==> src/rtl/regfile_pkg.sv <==
// Shared widths, typedefs and constants for the MIPS register file.
// No logic; no latency; no flow control.
// Imported by the storage top, the read ports and the bench.
package regfile_pkg;

    localparam int DATA_W   = 64;
    localparam int ADDR_W   = 5;
    localparam int NUM_REGS = 2 ** ADDR_W;

    typedef logic [DATA_W-1:0] reg_data_t;
    typedef logic [ADDR_W-1:0] reg_addr_t;

    localparam int ZERO_REG = 0;

endpackage

==> src/rtl/regfile_read_port.sv <==
// One combinational read port: array mux, r0 gating, optional write-through bypass.
// Latency: zero cycles (purely combinational).
// Backpressure: none; the read data is always valid.
module regfile_read_port #(
    parameter int DATA_W    = regfile_pkg::DATA_W,
    parameter int ADDR_W    = regfile_pkg::ADDR_W,
    parameter bit BYPASS_EN = 1'b1
) (
    input  logic [DATA_W-1:0] regs [2**ADDR_W],
    input  logic [ADDR_W-1:0] rd_addr,
    input  logic              wr_en,
    input  logic [ADDR_W-1:0] wr_addr,
    input  logic [DATA_W-1:0] wr_dat,
    output logic [DATA_W-1:0] rd_dat
);
    import regfile_pkg::*;

    logic addr_is_zero;
    logic bypass_hit;

    assign addr_is_zero = (rd_addr == ADDR_W'(ZERO_REG));
    // wr_en arrives already qualified with reset and the r0 check.
    assign bypass_hit   = BYPASS_EN && wr_en && (wr_addr == rd_addr);

    always_comb begin
        rd_dat = regs[rd_addr];
        if (bypass_hit) begin
            rd_dat = wr_dat;
        end
        if (addr_is_zero) begin
            rd_dat = '0;
        end
    end

endmodule

==> src/rtl/mips_register_file.sv <==
// 32 x 64-bit MIPS GPR file: two combinational read ports, one synchronous write port.
// Latency: reads zero cycles; writes land on the next rising clk edge.
// Backpressure: none; every write and read is accepted every cycle.
module mips_register_file #(
    parameter int DATA_W    = regfile_pkg::DATA_W,
    parameter int ADDR_W    = regfile_pkg::ADDR_W,
    parameter bit BYPASS_EN = 1'b1
) (
    input  logic              clk,
    input  logic              rst,
    output logic [DATA_W-1:0] read_data_1,
    output logic [DATA_W-1:0] read_data_2,
    input  logic [DATA_W-1:0] write_reg_data,
    input  logic [ADDR_W-1:0] read_1_addr,
    input  logic [ADDR_W-1:0] read_2_addr,
    input  logic [ADDR_W-1:0] write_addr,
    input  logic              regWrite_en
);
    import regfile_pkg::*;

    localparam int NREGS = 2 ** ADDR_W;

    logic [DATA_W-1:0] regs [NREGS];
    logic              wr_fire;

    // Reset blocks both the commit and the forwarded value, so reads stay 0 in reset.
    assign wr_fire = rst && regWrite_en && (write_addr != ADDR_W'(ZERO_REG));

    always_ff @(posedge clk or negedge rst) begin
        if (!rst) begin
            for (int i = 0; i < NREGS; i++) begin
                regs[i] <= '0;
            end
        end else if (wr_fire) begin
            regs[write_addr] <= write_reg_data;
        end
    end

    regfile_read_port #(
        .DATA_W    (DATA_W),
        .ADDR_W    (ADDR_W),
        .BYPASS_EN (BYPASS_EN)
    ) u_rd1 (
        .regs    (regs),
        .rd_addr (read_1_addr),
        .wr_en   (wr_fire),
        .wr_addr (write_addr),
        .wr_dat  (write_reg_data),
        .rd_dat  (read_data_1)
    );

    regfile_read_port #(
        .DATA_W    (DATA_W),
        .ADDR_W    (ADDR_W),
        .BYPASS_EN (BYPASS_EN)
    ) u_rd2 (
        .regs    (regs),
        .rd_addr (read_2_addr),
        .wr_en   (wr_fire),
        .wr_addr (write_addr),
        .wr_dat  (write_reg_data),
        .rd_dat  (read_data_2)
    );

endmodule

==> config.mk <==
export PLATFORM = sky130hd
export DESIGN_NAME = mips_register_file
export DESIGN_NICKNAME = d
export VERILOG_FILES = /design/src/rtl/regfile_pkg.sv /design/src/rtl/regfile_read_port.sv /design/src/rtl/mips_register_file.sv
export SDC_FILE = /design/constraint.sdc
export NUM_CORES = 2
export LEC_CHECK = 0
export CAP_MARGIN = 5
export CORE_ASPECT_RATIO = 0.5
export CORE_UTILIZATION = 44
export DETAILED_ROUTE_END_ITERATION = 12
export HOLD_SLACK_MARGIN = 0.08
export PLACE_DENSITY = 0.64
export SYNTH_ARGS = -nofsm -noshare
export SYNTH_HDL_FRONTEND = slang
export SYNTH_SLANG_ARGS = --single-unit
==> constraint.sdc <==
create_clock -name clk -period 3.8 [get_ports clk]
set_input_delay 0.76 -clock clk [delete_from_list [all_inputs] [get_ports clk]]
set_output_delay 0.76 -clock clk [all_outputs]
set_load 0.02 [all_outputs]
==> flow_summary_export.csv <==
group,metric,value,unit
power,pwr-share-seq,44.4,%
worst_setup_path,worstSetupPathDepth,9,
finish,layout.cells.most_common,"sky130_fd_sc_hd__dfrtp_1",
worst_setup_path,timing_worst_setup_path_type,"in2out",
power,power.share.clock,35.5,%
synth,post_synth_top_area_cell,"sky130_fd_sc_hd__dfrtp_1",
power,comb_power_share,20.1,%
sta,report.final.setup_viol,27,
floorplanning,die-height,355,um
synth,synthArstFlopShare,100,%
synth,syn_avg_cell_area,14.4,sq um
worst_setup_path,worstSetupEndpointType,"primary output",
power,p_total,60200,uW
worst_setup_path,critical_path.slowest_cell,"sky130_fd_sc_hd__nand2b_1",
floorplanning,die_w,709,um
clocking,cts_root_buf,"sky130_fd_sc_hd__clkbuf_16",
global_routing,grt_pass1_vias,80200,
synth,post_synth_instance_area,0.110,sq mm
finish,fillerInstances,20200,
worst_setup_path,crit_path_start_kind,"input port",
worst_setup_path,path_delay_family,"buffers and inverters",
placement,port_buffers,209,
finish,multi_input_comb_area,0.0556,sq mm
route,highest-signal-layer,"met5",
worst_setup_path,cp-startpoint,"read_1_addr[3]",
route,wirelength_per_cell,37.8,um
floorplanning,floorplan.core_area,0.248,sq mm
worst_setup_path,slowest_delay,0.39,ns
worst_setup_path,critical_path.most_common_cell,"sky130_fd_sc_hd__buf_4",
power,power.switching_fraction,28.2,%
floorplanning,floorplan_die_area,0.252,sq mm
global_routing,grt_start_max_net_pins,172,
sta,hold-worst-slack,0.150,ns
route,detail-route-antenna-nets,0,
route,routed-via-count,81100,
power,total_leakage_power,0.0598,uW
synth,ys.flop_type,"sky130_fd_sc_hd__dfrtp_1",
worst_setup_path,timing.critical_path.arrival,3.09,ns
sta,finalHoldViolCount,0,
placement,place.detailed.hpwl,295000,um
power,power_density,451,mW/mm^2
worst_setup_path,critPathCapture,"read_data_1[41]",
power,power_switching,17000,uW
floorplanning,start_util,44.4,%
worst_setup_path,critical_path.max_fanout,8,
finish,areaGrowthSynthToFinish,21.4,%
route,detail_route.first_pass.iterations,9,
sta,max_freq,260,MHz
finish,register_name_with_the_most_flops,"regs",
synth,yosys_warnings,0,
worst_setup_path,timing.reg2reg.setup_slack,2.97,ns
clocking,cts_inserted_buffers,205,
finish,most-common-layout-cells,"2048 x sky130_fd_sc_hd__dfrtp_1, 2015 x sky130_fd_sc_hd__mux2_2, 842 x sky130_fd_sc_hd__buf_4",
sta,maxSlewViolCount,0,
min_path,worstHoldPathType,"in2async",
route,routed_wl,448000,um
finish,sequential_area,0.0512,sq mm
sta,timing.slew.headroom,28.9,%
route,remaining_drc_errors,4,
sta,fin_ws,-0.0454,ns
worst_setup_path,r2r_start,"regs[1820]$_DFFE_PN0P_",
synth,distinct_cell_type_count_after_synthesis,75,
synth,synth_top_area_share,46.6,%
worst_setup_path,worstPathBufferInverterCount,5,
worst_setup_path,worst_r2r_endpoint,"regs[1820]$_DFFE_PN0P_",
run,max-cap-violations,0,
power,p_int,43200,uW
sta,grt_setup_unrepaired,"true",
placement,globalplace.congestion,0.923,
floorplanning,boundaryPins,210,
synth,synth_enable_flop_cells,0,
sta,fin_crit,3.85,ns
worst_setup_path,crit_chain,"buf_4 -> buf_4 -> nand2b_1 -> buf_4 -> buf_4 -> a21oi_1 -> nor3_2 -> a22o_1 -> clkdlybuf4s15_2",
synth,postSynthCellCount,7614,
global_routing,grt_pass1_wl,630000,um
clocking,clk_transition_reported_paths,0.07,ns
clocking,clock_tree.htree_level_count,4,
synth,synth-seq-cells,2048,
finish,post_route_cells_drive_above_1_share,55.5,%
floorplanning,placementRows,129,
worst_setup_path,worstRegToRegCells,1,
global_routing,grt_antenna_before_repair,33,
sta,worst_pin_slew,1.07,ns
route,vias_per_cell,6.84,
global_routing,aggregate_global_route_resource_usage,35.2,%
synth,ys_top_cells_by_area,"sky130_fd_sc_hd__dfrtp_1 47%, sky130_fd_sc_hd__mux2_2 21%, sky130_fd_sc_hd__mux4_2 17%",
route,met1Wirelength,173000,um
status,outcome,"complete, but fails checks",
synth,synth_seq_area_share,46.6,%
global_routing,grt_remaining_overflow,0,
synth,syn_nets,7696,
route,met2RoutedLength,190000,um
sta,period_share,101,%
clocking,clock_insertion_delay_worst_skew,0.87,ns
status,violated_checks,"DRC, setup timing",
clocking,cts_tree,"yes",
clocking,clock-sinks,2048,
route,dr.first_iter.drc_count,11000,
power,vdd.ir_drop.worst,0.367,mV
finish,largest_register_ff_count,2048,
clocking,max-clock-path-buffers,4,
worst_setup_path,cp_data_required_time,3.04,ns
finish,finish.net_count,8444,
finish,reg.largest.list,"regs x2048",
sta,timing.clock.skew,0,ns
route,met3_wirelength,55300,um
-- worst min-delay path by stage --
stage / slack, ns / end / cells after the start
final: 0.15 / regs[1424]$_DFFE_PN0P_ / 3
after global routing: 0.21 / regs[1424]$_DFFE_PN0P_ / 3
after global placement: 0.38 / regs[2047]$_DFFE_PN0P_ / 0
after floorplan: 0.44 / regs[1984]$_DFFE_PN0P_ / 1
after CTS: 0.15 / regs[989]$_DFFE_PN0P_ / 3
after detailed placement: 0.38 / regs[1985]$_DFFE_PN0P_ / 0
-- cells in the mapped netlist, types with 65 or more instances --
| cell | number |
|---|---|
| sky130_fd_sc_hd__dfrtp_1 | 2048 |
| sky130_fd_sc_hd__mux2_2 | 2015 |
| sky130_fd_sc_hd__mux4_2 | 825 |
| sky130_fd_sc_hd__mux2i_1 | 420 |
| sky130_fd_sc_hd__clkbuf_1 | 403 |
| sky130_fd_sc_hd__buf_2 | 343 |
| sky130_fd_sc_hd__a22oi_1 | 177 |
| sky130_fd_sc_hd__nor2_1 | 173 |
| sky130_fd_sc_hd__nand2_1 | 154 |
| sky130_fd_sc_hd__a21oi_1 | 135 |
| sky130_fd_sc_hd__o21ai_0 | 121 |
| sky130_fd_sc_hd__o22ai_1 | 115 |
| sky130_fd_sc_hd__a221oi_1 | 65 |
-- area by class of cell --
| type | count | share of cell area [%] |
|---|---|---|
| multi-input cells | 4689 | 41.7 |
| diodes | 8 | 0.0150 |
| inverters | 10 | 0.0328 |
| flip-flops and latches | 2048 | 38.4 |
| well taps | 3340 | 3.13 |
| repair buffers | 1408 | 11.7 |
| clock buffers | 304 | 4.51 |
| clock inverters | 53 | 0.560 |
-- tightest hold or removal path: stages --
cell                     delay (ns)
sky130_fd_sc_hd__buf_16        0.11
sky130_fd_sc_hd__buf_4         0.15
sky130_fd_sc_hd__buf_12        0.41
-- layer usage --
layer  track usage [%]  vias to the layer above
met4              19.0                       46
met3              11.3                     1320
met5             0.112                        -
li1                  -                    30900
met2              50.2                     5288
met1              47.7                    43600
-- power by group through the flow --
stage               clock (uW)  combinational (uW)  sequential (uW)
CTS                      21400               11800            26600
global route             22300               12600            27000
detailed placement           0               11500            27000
floorplan                    0                7340            26200
finish                   21300               12100            26700
global placement             0               11300            26800
-- repair_timing --
item | 4_1_cts | 5_1_grt
endpoints found under the hold margin | 0 | 0
resized for setup | 582 | 152
endpoints found under the setup margin | 128 | 217
pin swaps | 51 | 30
setup buffers | 98 | 34
gates cloned | 21 | 4
hold buffers | 0 | 0
-- stage by stage --
stage / TNS, ns / area, sq um / instances / util [%] / setup WS, ns
2_1_floorplan: 0 / 110000 / 7614 / - / 0.445
3_3_place_gp: -75.69 / 124000 / 11300 / 49.9 / -1.05
3_5_place_dp: -74.14 / 124000 / 11300 / 49.9 / -1.04
4_1_cts: -0.0631 / 133000 / 11800 / 53.6 / -0.0319
5_1_grt: -1.54 / 133000 / 11900 / 53.9 / -0.0787
6_report: -0.398 / 133000 / 11900 / 53.9 / -0.0454
-- logic make-up (layout without fill, tap and decap cells) --
logic type	Yosys count	in the layout	share of synthesized area [%]
flip-flops	2048	2048	46.6
other	0	8	0
AO/OA/AOI/OAI	889	889	5.63
buffers and inverters	877	1775	4.04
AND/OR/NAND/NOR	527	527	2.20
XOR/XNOR	10	10	0.0797
multiplexers	3263	3263	41.4
Note: power is estimated with default switching activity, not from simulation.
